`src/rtl/moore_detector.sv`:
```
// Moore FSM detecting the overlapping serial pattern "0110"; y_out is decoded from state only.
// Optional saturating match counter is enabled by defining MOORE_MATCH_COUNT_EN.
module moore_detector #(
    parameter int unsigned CNT_WIDTH = 8
) (
    input  logic                 clk,
    input  logic                 reset,
    input  logic                 x_in,
    output logic                 y_out
`ifdef MOORE_MATCH_COUNT_EN
    ,
    output logic [CNT_WIDTH-1:0] match_count
`endif
);

    typedef enum logic [2:0] {
        S_IDLE = 3'b000,
        S_0    = 3'b001,
        S_01   = 3'b010,
        S_011  = 3'b011,
        S_0110 = 3'b100
    } state_t;

    state_t current_state;
    state_t w_next_state;

    always_comb begin
        w_next_state = S_IDLE;
        case (current_state)
            S_IDLE:  w_next_state = x_in ? S_IDLE : S_0;
            S_0:     w_next_state = x_in ? S_01   : S_0;
            S_01:    w_next_state = x_in ? S_011  : S_0;
            S_011:   w_next_state = x_in ? S_IDLE : S_0110;
            // Trailing 0 of a match doubles as the first bit of the next one.
            S_0110:  w_next_state = x_in ? S_01   : S_0;
            default: w_next_state = S_IDLE;
        endcase
    end

`ifdef MOORE_MATCH_COUNT_EN
    logic [CNT_WIDTH-1:0] r_match_count;

    always_ff @(posedge clk) begin
        if (reset) begin
            current_state <= S_IDLE;
            r_match_count <= '0;
        end else begin
            current_state <= w_next_state;
            if ((w_next_state == S_0110) && (r_match_count != '1)) begin
                r_match_count <= r_match_count + CNT_WIDTH'(1);
            end
        end
    end

    assign match_count = r_match_count;
`else
    always_ff @(posedge clk) begin
        if (reset) begin
            current_state <= S_IDLE;
        end else begin
            current_state <= w_next_state;
        end
    end
`endif

    assign y_out = (current_state == S_0110);

endmodule

```
`config.mk`:
```
export PLATFORM = sky130hd
export DESIGN_NAME = moore_detector
export DESIGN_NICKNAME = d
export VERILOG_FILES = /design/src/rtl/moore_detector.sv
export SDC_FILE = /design/constraint.sdc
export NUM_CORES = 1
export LEC_CHECK = 0
export CORE_AREA = 3 3 40 42
export CTS_CLUSTER_DIAMETER = 60
export DETAILED_ROUTE_END_ITERATION = 10
export DIE_AREA = 0 0 43 45
export GPL_ROUTABILITY_DRIVEN = 0
export HOLD_SLACK_MARGIN = 0.02
export PLACE_DENSITY = 0.32
export SLEW_MARGIN = 15
export SYNTH_ARGS = -nofsm -noshare
export SYNTH_HDL_FRONTEND = slang
export SYNTH_SLANG_ARGS = --single-unit
```
`constraint.sdc`:
```
create_clock -name clk -period 1.3 [get_ports clk]
set_input_delay 0.195 -clock clk [delete_from_list [all_inputs] [get_ports clk]]
set_output_delay 0.195 -clock clk [all_outputs]
set_load 0.03 [all_outputs]
```
==> results.sh <==
export IMPL_num_rows=13
export IMPL_die_w_um=43
export IMPL_cts_made_buffers=3
export IMPL_fmax_mhz=841
export IMPL_tightest_slew_ps=178
export IMPL_post_route_drc_count=0
export IMPL_crit_buf_inv=1
export IMPL_drt_iter0_drc=0
export IMPL_r2r_start="current_state[1]"
export IMPL_core_mm2=0.00128
export IMPL_cts_resized=0
export IMPL_rr_worst_depth=2
export IMPL_synthXorXnorAreaFrac=0.0636
export IMPL_slowest_stage="dfxtp_1"
export IMPL_setup_viol=0
export IMPL_htree_levels=1
export IMPL_final_max_slew_violation_count=0
export IMPL_p_leak_nw=0.0915
export IMPL_pin_count=4
export IMPL_clk_pin_slew_worst_paths_ps=40
export IMPL_max_flop_register="current_state"
export IMPL_place_ws_ps=129
export IMPL_gr_total_overflow=0
export IMPL_synthAdderAreaFrac=0
export IMPL_ys_seq_area_frac=0.436
export IMPL_fin_skew_ps=0.439
export IMPL_nets=24
export IMPL_layout_setup_ws_ps=111
export IMPL_ys_seq_elements=3
export IMPL_syn_to_final_growth_pct=56.4
export IMPL_power_density_mw_per_mm2=1310
export IMPL_syn_avg_cell_area_um2=10.6
export IMPL_start_util=0.107
export IMPL_synth_top_area_frac=0.436
export IMPL_cts_hold_buf=0
export IMPL_port_buffer_count=3
export IMPL_hp_start="current_state[1]"
export IMPL_routed_via_density=3.37
export IMPL_critPathTopFamily="flip-flops"
export IMPL_die_area_mm2=0.00194
export IMPL_crit_path_cell_trace="nor3b_2, buf_4"
export IMPL_vias=118
export IMPL_grt_pass1_wl_um=469
export IMPL_holdWs_ps=591
export IMPL_holdPathEnd="current_state[2]"
export IMPL_first_pass_iters=1
export IMPL_critical_path_max_fanout=5
export IMPL_clk_latency_ps=230
export IMPL_postCtsSetupBuffers=0
export IMPL_synth_cells=13
export IMPL_post_route_min_period_ps=1190
export IMPL_cts_root_buf="clkbuf_4"
export IMPL_grt_pass1_vias=124
export IMPL_ys_top_cells_by_area="dfxtp_1 44%, nor3b_1 11%, a32o_1 7.3%"
export IMPL_relSlewSlack=0.881
export IMPL_cts_sinks=3
export IMPL_drt_wirelength_per_cell_um=8.40
export IMPL_drv_cap=0
export IMPL_tns_ps=0
export IMPL_synthMuxAreaShare=0
export IMPL_mostFrequentLayoutCells="3 x clkbuf_4, 3 x dfxtp_1, 2 x clkdlybuf4s50_1"
export IMPL_period_share=0.914
export IMPL_startpoint_type="flop"
export IMPL_die_h_um=45
export IMPL_yosys_area_share_simple=0.273
export IMPL_hold_class="flop to flop"
export IMPL_ys_warn_count=0
export IMPL_tritoncts="done"
export IMPL_synth_top_family_by_area="simple AND/OR/NAND/NOR gates"
export IMPL_synthesis_nets=16
export IMPL_antenna_cells=0
export IMPL_synth_area_leader_cell="dfxtp_1"
export IMPL_wirelength_um=294
export IMPL_synth_cell_type_count=10
export IMPL_r2r_setup_slack_ps=320
export IMPL_end_kind="output pin"
export IMPL_rsz0062_at_grt="false"
export IMPL_power_w=0.000282
export IMPL_status="complete, no violations"
export IMPL_worstPathRequired_ps=1110
export IMPL_synth_compound_area_frac=0.200
export IMPL_ant_nets=0
export IMPL_arrival_ps=990
export IMPL_hold_viol_final=0
export IMPL_ir_drop_mv=0.336
export IMPL_largest_reg_flops=3
export IMPL_worst_setup_path_type="flop to output pin"
export IMPL_cp_slowest_stage_delay_ps=360
export IMPL_antenna_found_initial=0
export IMPL_grt_usage=0.0391
export IMPL_min_delay_path_depth=1
export IMPL_drive_gt1_frac=0.300
export IMPL_synth_area_um2=138
export IMPL_grt_max_degree=6
export IMPL_r2r_end="current_state[0]"
export IMPL_reg_top3="current_state: 3 flops"
export IMPL_cts_max_path_buffers=2
report_power, final:
group	total [W]	switching (W)	leakage [nW]	internal [W]
Sequential	0.000101	0.00000504	0.0245	0.0000964
Combinational	0.0000210	0.00000825	0.0520	0.0000128
Clock	0.000159	0.0000446	0.0150	0.000115
Yosys cell counts:
cell type  n
a32o_1     1
dfxtp_1    3
a211o_1    1
or3b_1     1
a21oi_2    1
nor2_1     1
and4b_1    1
xor2_1     1
inv_1      1
nor3b_1    2
how the worst max path moves through the flow:
| stage | start | end | depth (start not counted) |
|---|---|---|---|
| finish | current_state[2] | y_out | 2 |
| CTS | current_state[2] | y_out | 2 |
| global route | current_state[2] | y_out | 2 |
| global placement | reset | current_state[1] | 3 |
| floorplan | current_state[2] | current_state[1] | 2 |
| detailed placement | reset | current_state[1] | 3 |
through the flow:
stage          instances  area [um^2]  utilization
3_5_place_dp          31          189        0.147
6_report              35          215        0.167
4_1_cts               35          215        0.167
2_1_floorplan         13          143            -
5_1_grt               35          215        0.167
3_3_place_gp          31          189        0.147
metal layers:
layer,global-route usage,up-vias,routed length (um)
met5,0,-,0
met3,0.0120,0,23
li1,-,63,-
met4,0.0723,0,0
met2,0.0359,4,118
met1,0.0481,51,152
worst register-to-register path, cell delays in order (launching register included):
cell     delay, ps
dfxtp_1        390
or3b_1         380
a21oi_2        140
final cells by class:
| class | instances | area (um^2) |
|---|---|---|
| Tap cell | 15 | 18.8 |
| Multi-Input combinational cell | 9 | 78.8 |
| Timing Repair Buffer | 3 | 27.5 |
| Inverter | 1 | 3.75 |
| Fill cell | 148 | 1070 |
| Clock buffer | 4 | 26.3 |
| Sequential cell | 3 | 60.1 |
cells by family after synthesis:
family                    count (synthesis)
AOI/OAI and AO/OA                         3
xor gates and xnor gates                  1
buffers and inverters                     1
DFF                                       3
and+or+nand+nor                           5
No activity file was read; power rests on OpenSTA's default activity.
